[config.mk]
export PLATFORM = sky130hd
export DESIGN_NAME = sine_taylor_iter_flat
export DESIGN_NICKNAME = d
export VERILOG_FILES = /design/src/rtl/sine_taylor_iter_if.sv /design/src/rtl/sine_taylor_iter.sv /design/src/flat_wrapper.sv
export SDC_FILE = /design/constraint.sdc
export NUM_CORES = 2
export LEC_CHECK = 0
export BUFFER_PORTS_ARGS = -buffer_cell sky130_fd_sc_hd__buf_4
export CAP_MARGIN = 20
export CELL_PAD_IN_SITES_DETAIL_PLACEMENT = 2
export CELL_PAD_IN_SITES_GLOBAL_PLACEMENT = 2
export CORE_UTILIZATION = 43
export CTS_BUF_LIST = sky130_fd_sc_hd__clkbuf_8
export CTS_CLUSTER_SIZE = 20
export DETAILED_ROUTE_END_ITERATION = 8
export GPL_TIMING_DRIVEN = 1
export HOLD_SLACK_MARGIN = 0.1
export PLACE_DENSITY = 0.9
export SYNTH_ARGS = -nofsm -noshare
export SYNTH_HDL_FRONTEND = slang
export SYNTH_SLANG_ARGS = --single-unit
[constraint.sdc]
create_clock -name clk_i -period 19.95 [get_ports clk_i]
set_clock_uncertainty 0.2 [all_clocks]
set_input_delay 0.9975 -clock clk_i [delete_from_list [all_inputs] [get_ports clk_i]]
set_output_delay 0.9975 -clock clk_i [all_outputs]
set_load 0.01 [all_outputs]
[src/rtl/sine_taylor_iter_if.sv]
// Argument/result handshake bundle for the iterative sin/cos engine.
// master = argument producer and result consumer side, slave = engine side.
interface sine_taylor_iter_if #(
  parameter int IN_W  = 12,
  parameter int OUT_W = 16
);
  logic [IN_W-1:0]  x;
  logic             mode;
  logic             arg_vld;
  logic             arg_rdy;
  logic [OUT_W-1:0] res;
  logic             res_vld;
  logic             res_rdy;
  logic             sat;
  logic             busy;

  modport master (
    output x, mode, arg_vld, res_rdy,
    input  arg_rdy, res, res_vld, sat, busy
  );

  modport slave (
    input  x, mode, arg_vld, res_rdy,
    output arg_rdy, res, res_vld, sat, busy
  );
endinterface

[src/rtl/sine_taylor_iter.sv]
// Iterative fixed-point sin/cos engine: Horner evaluation of a TERMS-term Taylor series,
// one operation in flight, valid/ready on both sides, output clamped to [-1.0, +1.0].
module sine_taylor_iter #(
  parameter int IN_W     = 12,
  parameter int IN_FRAC  = 8,
  parameter int OUT_W    = 16,
  parameter int OUT_FRAC = 12,
  parameter int TERMS    = 4,
  parameter int GUARD    = 4
) (
  input  logic               clk_i,
  input  logic               srst_i,
  sine_taylor_iter_if.slave  bus_if
);

  localparam int IF = OUT_FRAC + GUARD;
  localparam int W  = 12 + IF;
  localparam int P  = 2 * W;
  localparam int CW = IF + 2;

  generate
    if (TERMS < 1 || TERMS > 8) begin : g_badTerms
      $error("sine_taylor_iter: TERMS must be within 1..8");
    end
    if (IF < IN_FRAC) begin : g_badFrac
      $error("sine_taylor_iter: internal fraction narrower than input fraction");
    end
  endgenerate

  // Series coefficient 1/den rounded to nearest at IF fractional bits.
  function automatic logic [CW-1:0] coef(input int k, input logic cosMode);
    longint den;
    longint one;
    den = cosMode ? longint'((2 * k - 1) * (2 * k)) : longint'((2 * k) * (2 * k + 1));
    one = longint'(1) <<< IF;
    return CW'((one + den / 2) / den);
  endfunction

  localparam logic [CW-1:0] SIN_C [8] = '{
    coef(1, 1'b0), coef(2, 1'b0), coef(3, 1'b0), coef(4, 1'b0),
    coef(5, 1'b0), coef(6, 1'b0), coef(7, 1'b0), coef(8, 1'b0)
  };
  localparam logic [CW-1:0] COS_C [8] = '{
    coef(1, 1'b1), coef(2, 1'b1), coef(3, 1'b1), coef(4, 1'b1),
    coef(5, 1'b1), coef(6, 1'b1), coef(7, 1'b1), coef(8, 1'b1)
  };

  localparam logic signed [W-1:0] ONE     = W'(1) <<< IF;
  localparam logic signed [W-1:0] HALF    = (GUARD > 0) ? (W'(1) <<< ((GUARD > 0) ? GUARD - 1 : 0)) : W'(0);
  localparam logic signed [W-1:0] POS_LIM = W'(1) <<< OUT_FRAC;
  localparam logic signed [W-1:0] NEG_LIM = -POS_LIM;

  typedef enum logic [2:0] {IDLE, SQR, ITER, FIN, DONE} state_t;

  state_t                   state_q;
  logic signed [IN_W-1:0]   x_q;
  logic                     mode_q;
  logic signed [W-1:0]      x2_q;
  logic signed [W-1:0]      r_q;
  logic [3:0]               k_q;
  logic [OUT_W-1:0]         res_q;
  logic                     resVld_q;
  logic                     sat_q;

  logic signed [W-1:0]      xF;
  logic signed [P-1:0]      sq;
  logic signed [W-1:0]      x2_d;
  logic [2:0]               kIdx;
  logic [CW-1:0]            cU;
  logic signed [W-1:0]      cS;
  logic signed [P-1:0]      prodXR;
  logic signed [W-1:0]      tXR;
  logic signed [P-1:0]      prodTC;
  logic signed [W-1:0]      r_d;
  logic signed [P-1:0]      prodY;
  logic signed [W-1:0]      y;
  logic signed [W-1:0]      yRnd;
  logic signed [W-1:0]      yClamp;
  logic [OUT_W-1:0]         res_d;
  logic                     sat_d;

  // Datapath for the current state: all shifts are arithmetic, i.e. floor truncation.
  always_comb begin
    xF     = W'(x_q) <<< (IF - IN_FRAC);
    sq     = P'(xF) * P'(xF);
    x2_d   = W'(sq >>> IF);

    kIdx   = 3'(k_q - 4'd1);
    cU     = mode_q ? COS_C[kIdx] : SIN_C[kIdx];
    cS     = W'(cU);
    prodXR = P'(x2_q) * P'(r_q);
    tXR    = W'(prodXR >>> IF);
    prodTC = P'(tXR) * P'(cS);
    r_d    = ONE - W'(prodTC >>> IF);

    prodY  = P'(xF) * P'(r_q);
    y      = mode_q ? r_q : W'(prodY >>> IF);
    yRnd   = (y + HALF) >>> GUARD;
    yClamp = yRnd;
    sat_d  = 1'b0;
    if (yRnd > POS_LIM) begin
      yClamp = POS_LIM;
      sat_d  = 1'b1;
    end else if (yRnd < NEG_LIM) begin
      yClamp = NEG_LIM;
      sat_d  = 1'b1;
    end
    res_d  = OUT_W'(yClamp);
  end

  // Control FSM; the result registers only change on the FIN->DONE edge.
  always_ff @(posedge clk_i or posedge srst_i) begin
    if (srst_i) begin
      state_q  <= IDLE;
      x_q      <= '0;
      mode_q   <= 1'b0;
      x2_q     <= '0;
      r_q      <= '0;
      k_q      <= '0;
      res_q    <= '0;
      resVld_q <= 1'b0;
      sat_q    <= 1'b0;
    end else begin
      case (state_q)
        IDLE: begin
          if (bus_if.arg_vld) begin
            x_q     <= bus_if.x;
            mode_q  <= bus_if.mode;
            r_q     <= ONE;
            state_q <= SQR;
          end
        end
        SQR: begin
          x2_q    <= x2_d;
          k_q     <= 4'(TERMS - 1);
          state_q <= (TERMS == 1) ? FIN : ITER;
        end
        ITER: begin
          r_q <= r_d;
          k_q <= k_q - 4'd1;
          if (k_q == 4'd1) begin
            state_q <= FIN;
          end
        end
        FIN: begin
          res_q    <= res_d;
          sat_q    <= sat_d;
          resVld_q <= 1'b1;
          state_q  <= DONE;
        end
        DONE: begin
          if (bus_if.res_rdy) begin
            resVld_q <= 1'b0;
            state_q  <= IDLE;
          end
        end
        default: state_q <= IDLE;
      endcase
    end
  end

  assign bus_if.arg_rdy = (state_q == IDLE);
  assign bus_if.busy    = (state_q != IDLE);
  assign bus_if.res     = res_q;
  assign bus_if.res_vld = resVld_q;
  assign bus_if.sat     = sat_q;

endmodule

[src/flat_wrapper.sv]
// flat-port wrapper written by rule: the top's interface ports become plain ports
module sine_taylor_iter_flat 
#(
  parameter int IN_W     = 12,
  parameter int IN_FRAC  = 8,
  parameter int OUT_W    = 16,
  parameter int OUT_FRAC = 12,
  parameter int TERMS    = 4,
  parameter int GUARD    = 4
)
  (clk_i, srst_i, bus_if_x, bus_if_mode, bus_if_arg_vld, bus_if_res_rdy, bus_if_arg_rdy, bus_if_res, bus_if_res_vld, bus_if_sat, bus_if_busy);
  sine_taylor_iter_if #(.IN_W(IN_W), .OUT_W(OUT_W)) bus_if_i ();
  input  logic clk_i;
  input  logic srst_i;
  input wire logic [$bits(bus_if_i.x)-1:0] bus_if_x;
  input wire logic [$bits(bus_if_i.mode)-1:0] bus_if_mode;
  input wire logic [$bits(bus_if_i.arg_vld)-1:0] bus_if_arg_vld;
  input wire logic [$bits(bus_if_i.res_rdy)-1:0] bus_if_res_rdy;
  output wire logic [$bits(bus_if_i.arg_rdy)-1:0] bus_if_arg_rdy;
  output wire logic [$bits(bus_if_i.res)-1:0] bus_if_res;
  output wire logic [$bits(bus_if_i.res_vld)-1:0] bus_if_res_vld;
  output wire logic [$bits(bus_if_i.sat)-1:0] bus_if_sat;
  output wire logic [$bits(bus_if_i.busy)-1:0] bus_if_busy;
  assign bus_if_i.x = bus_if_x;
  assign bus_if_i.mode = bus_if_mode;
  assign bus_if_i.arg_vld = bus_if_arg_vld;
  assign bus_if_i.res_rdy = bus_if_res_rdy;
  assign bus_if_arg_rdy = bus_if_i.arg_rdy;
  assign bus_if_res = bus_if_i.res;
  assign bus_if_res_vld = bus_if_i.res_vld;
  assign bus_if_sat = bus_if_i.sat;
  assign bus_if_busy = bus_if_i.busy;
  sine_taylor_iter #(.IN_W(IN_W), .IN_FRAC(IN_FRAC), .OUT_W(OUT_W), .OUT_FRAC(OUT_FRAC), .TERMS(TERMS), .GUARD(GUARD)) u_core (.clk_i(clk_i), .srst_i(srst_i), .bus_if(bus_if_i));
endmodule
* After elaboration in Yosys (flattened, before gate mapping)
Memories as Yosys holds them, arrays and structs flattened.
Index checks and enable logic that the tools add are counted.
** Cells by class
- $lt $le $gt $ge :: 3
- Mux-type cells :: 19
- Bitwise logic cells :: 1
- $add $sub $neg :: 3
- Reduce and logical (&&, ||, !) cells :: 9
- Multiply operators :: 4
- Equality and inequality tests :: 8
** Operators by type and width (count)
- $mux W18 :: 5
- $mux W28 :: 2
- $pmux W28 S2 :: 1
- $mul A24 B28 Y44 :: 1
- $mul A28 B19 Y44 :: 1
- $mul A12 B28 Y36 :: 1
- $mux W16 :: 2
- $add A28 B5 Y28 const B :: 1
- $sub A18 B28 Y28 const A :: 1
- $gt A24 B14 Y1 const B :: 1
- $lt A24 B13 Y1 const B :: 1
- $mul A12 B12 Y24 :: 1
- $pmux W3 S5 :: 1
- $mux W3 :: 3
- $pmux W4 S2 :: 1
- $eq A3 B2 Y1 const B :: 2
- $reduce_and A2 Y1 :: 3
- $reduce_bool A2 Y1 :: 3
- $eq A4 B1 Y1 const B :: 1
- $ge A4 B4 Y1 const B :: 1
- $ne A2 B2 Y1 const B :: 2
- $not A3 Y4 :: 1
- $sub A4 B1 Y4 const B :: 1
- $eq A3 B1 Y1 const B :: 1
- 7 further kinds :: 9
** Storage, ports and cells
- ROM bits :: 288
- Logic and storage cells :: 58
- Memories kept :: 2
- Flip-flop bits (word level) :: 90
- Output and inout port bits :: 20
** Memories
- (name not given) :: depth 8, width 18, rd ports 1, clocked after memory_dff 0, wr ports 0, line sine_taylor_iter.sv:89 : cU = mode_q ? COS_C[kIdx] : SIN_C[kIdx];
- (name not given) :: depth 8, width 18, rd ports 1, clocked after memory_dff 0, wr ports 0, line sine_taylor_iter.sv:89

* Depth between registers and ports, before layout
- Depth after elaboration :: 9
- Mapped depth :: 62

* Least setup slack after synthesis
OpenSTA, ideal clock, no wires.
- Path type :: flip-flop to flip-flop
- From :: register u_core.r_q[13]
- To :: register u_core.r_q[27]
- Cell stages (with the launch flop) :: 56
- Required time :: 19616 ps
- Arrival :: 14678 ps
- Path slack :: 4938 ps
- Period minus slack after synthesis :: 15012 ps
- Cell sequence :: dfrtp_1 > clkbuf_1 > clkbuf_1 > nand2_1 > fa_1 > fa_1 > fa_1 > fa_1 > fa_1 > inv_1 > fa_1 > inv_1 > fa_1 > inv_1 > ha_1 > buf_2 > a21oi_1 > o211ai_1 > [... 20 more ...] > fa_1 > inv_1 > ha_1 > clkbuf_1 > a21o_1 > a21o_1 > a21oi_1 > nor4b_1 > o21ai_1 > a31oi_1 > o211ai_1 > a211o_1 > or4b_1 > buf_2 > or3b_4 > a311oi_2 > and3_1 > o31ai_2
** On the way
- Word-level cells in the longest chain between the ends :: 4
** Ends and longest elaborated chain
- start: declaration :: line sine_taylor_iter.sv:59 : logic signed [W-1:0] r_q;
- start signal: assignment :: line sine_taylor_iter.sv:139 : r_q <= r_d;
- $mul A24 B28 Y44 :: line sine_taylor_iter.sv:91 : prodXR = P'(x2_q) * P'(r_q);
- $mul A28 B19 Y44 :: line sine_taylor_iter.sv:93 : prodTC = P'(tXR) * P'(cS);
- $sub A18 B28 Y28 :: line sine_taylor_iter.sv:94 : r_d = ONE - W'(prodTC >>> IF);
- $pmux W28 S2 :: line sine_taylor_iter.sv:124 : case (state_q)
No other way between the ends.
A chain may end at the register's enable or synchronous reset.

* Worst setup path in the final report
- From :: register u_core.r_q[10]
- To :: register u_core.r_q[25]
Same word-level chain as after synthesis.

==> qor.yml <==
port_buffers: 36
cp_num_cells: 50
utilization: 0.4538
maxSlewHeadroom: 0.1315
startpoint: "u_core.r_q[10]"
crit_family: "adder cells"
synthFlopType: "dfrtp_1"
netlist.area_leader.share: 0.4828
die_h_um: 364.7
drive_above_1_share: 0.03627
synthArstFlopShare: 1.000
synth_warnings: 0
crit_top_cell: "fa_1"
cts_buffers: 9
arrival_ns: 19.24
startpoint_type: "flop"
reg2reg_slack_ns: 0.84
clock_sinks: 89
grt_max_degree: 58
first_pass_iters: 6
boundaryPins: 37
max_freq_mhz: 52.33
synth_edf_count: 0
clk_pin_slew_worst_paths_ns: 0.15
h-tree-depth: 3
routed_wl_mm: 271.8
synthesis.area_sq_mm: 0.05655
viasPerCell: 6.045
setup_viol: 0
grt_pass1_wl_mm: 400.0
area_growth_pct: 4.305
maxCapViolCount: 0
nFillCells: 14267
fin_cells: 8067
cts_tree: "done"
status: "completed"
antenna_found_initial: 11
tightest_slew_ns: 1.303
yosysSeqAreaShare: 0.03938
r2r_start: "u_core.r_q[10]"
postCtsSetupRepairBufs: 0
dieArea_sq_mm: 0.1330
min_period_over_period: 0.9579
clock_path_buffers: 2
setup-tns-final_ns: 0
period_needed_ns: 19.11
r2r-end: "u_core.r_q[25]"
synthTopCellsByCount: "1587 x inv_1, 1364 x fa_1, 926 x nand2_1, 441 x and2_1, 435 x ha_1"
worst-endpoint-required_ns: 20.09
worst_setup_path_end_kind: "flop"
ys_ff_latch: 89
synth.most_common_cell: "inv_1"
final_nets: 8124
cts_resized: 0
max_stage_delay_ns: 0.99
route.detailed.drc: 0
grt_overflow: 0
dpl.cell_count: 8037
worstPathMaxFanout: 22
grt_pass1_vias: 60553
synth_area_leaders: "fa_1 48%, inv_1 11%, ha_1 9.6%, nand2_1 6.1%, and2_1 4.9%"
rsz0062_at_grt: "false"
synth_cell_types: 94
cts-root-buf: "clkbuf_8"
coreArea_sq_mm: 0.1300
insertion_delay_ns: 0.52
wl_per_cell_um: 33.69
grt_usage: 0.4173
gp_congestion: 0.8860
holdWs_ns: 0.3042
row_count: 132
critPathCapture: "u_core.r_q[25]"
final_max_slew_viol_count: 0
worst-path-buf-inv: 11
crit_type: "flop to flop"
start_util: 0.4351
avgSynthCellArea_sq_um: 8.745
drt-initial-drc-count: 3822
ant_nets: 0
synthesis.nets: 8283
cts_hold_buf: 0
die_x_um: 364.7
hold_viol_final: 0
synthCells: 6467
hold_depth: 2
yosys.area.top_type: "fa_1"
hpwl_mm: 211.5
critical-path-slowest-cell: "a2111oi_0"
min-delay-path-class: "flop to flop"
vias: 48765
rr_worst_depth: 50
==> registers in the layout, summed over array words and instances, names as in the netlist <==
name / count
u_core.x2_q: 23
u_core.state_q: 3
u_core.bus_if.sat: 1
u_core.bus_if.res: 16
u_core.mode_q: 1
u_core.bus_if.res_vld: 1
u_core.k_q: 4
u_core.x_q: 12
u_core.r_q: 28
==> per-stage QoR <==
stage          cell area [sq um]  worst slack (ns)
6_report                   58990            0.8406
5_1_grt                    58970            0.4343
4_1_cts                    58920             1.338
3_5_place_dp               58680             1.623
3_3_place_gp               58680             2.858
2_1_floorplan              56550             4.938
==> worst register-to-register path: cells and delay by family (launching register included) <==
family	cells	cell delay, ns
AOI/OAI and AO/OA	16	5.79
xor gates and xnor gates	3	1.39
adders and majority gates	15	7.47
buffers and inverters	11	1.54
DFF	1	0.90
and+or+nand+nor	5	1.63
==> worst min-delay path by stage <==
stage	start	to	slack [ns]
final	u_core.bus_if.res[1]	u_core.bus_if.res[1]	0.30
after global routing	u_core.bus_if.res[1]	u_core.bus_if.res[1]	0.34
after CTS	u_core.bus_if.res[1]	u_core.bus_if.res[1]	0.31
after detailed placement	u_core.bus_if.res[1]	u_core.bus_if.res[1]	0.28
after global placement	u_core.bus_if.res[9]	u_core.bus_if.res[9]	0.27
after floorplan	u_core.bus_if.res[1]	u_core.bus_if.res[1]	0.31
==> per-layer routing <==
layer  track usage  wire [um]  share of wire  vias to the layer above
met5             0         53        0.00020                        -
met4        0.3936      29640           0.11                       10
met3        0.1068      20560          0.076                     1717
met2        0.7087     133700           0.49                     3013
met1        0.4159      87870           0.32                    25381
li1              -          -              -                    18644
==> final cells by class <==
type                    count  area, sq um  area share
clock inverters             6        97.59    0.001654
flip-flops and latches     89         2230     0.03780
well taps                1742         2180     0.03695
clock buffers              10        137.6    0.002333
repair buffers            146         1116     0.01892
diodes                     12        30.03   0.0005091
multi-input cells        4474        47230      0.8007
inverters                1588         5963      0.1011
==> cells by family after synthesis <==
logic type / share of synthesized area
multiplexers: 0.002788
XOR/XNOR: 0.02847
AND/OR/NAND/NOR: 0.1661
AO/OA/AOI/OAI: 0.05755
flip-flops: 0.03938
buffers and inverters: 0.1266
adder cells (fa/ha/maj): 0.5791
==> placed cells by master (no fill, tap or decap), types with 61 or more instances in the layout <==
cell type / instances
a21o_1: 61
a21oi_1: 116
and2_1: 441
buf_4: 145
dfrtp_1: 87
fa_1: 1364
ha_1: 435
inv_1: 1586
nand2_1: 926
nor2_1: 298
o21ai_0: 95
xnor2_1: 130
Power is left out: the tool's default activity adds up to more than one toggle a clock period on the data nets, which glitch-free logic cannot reach.
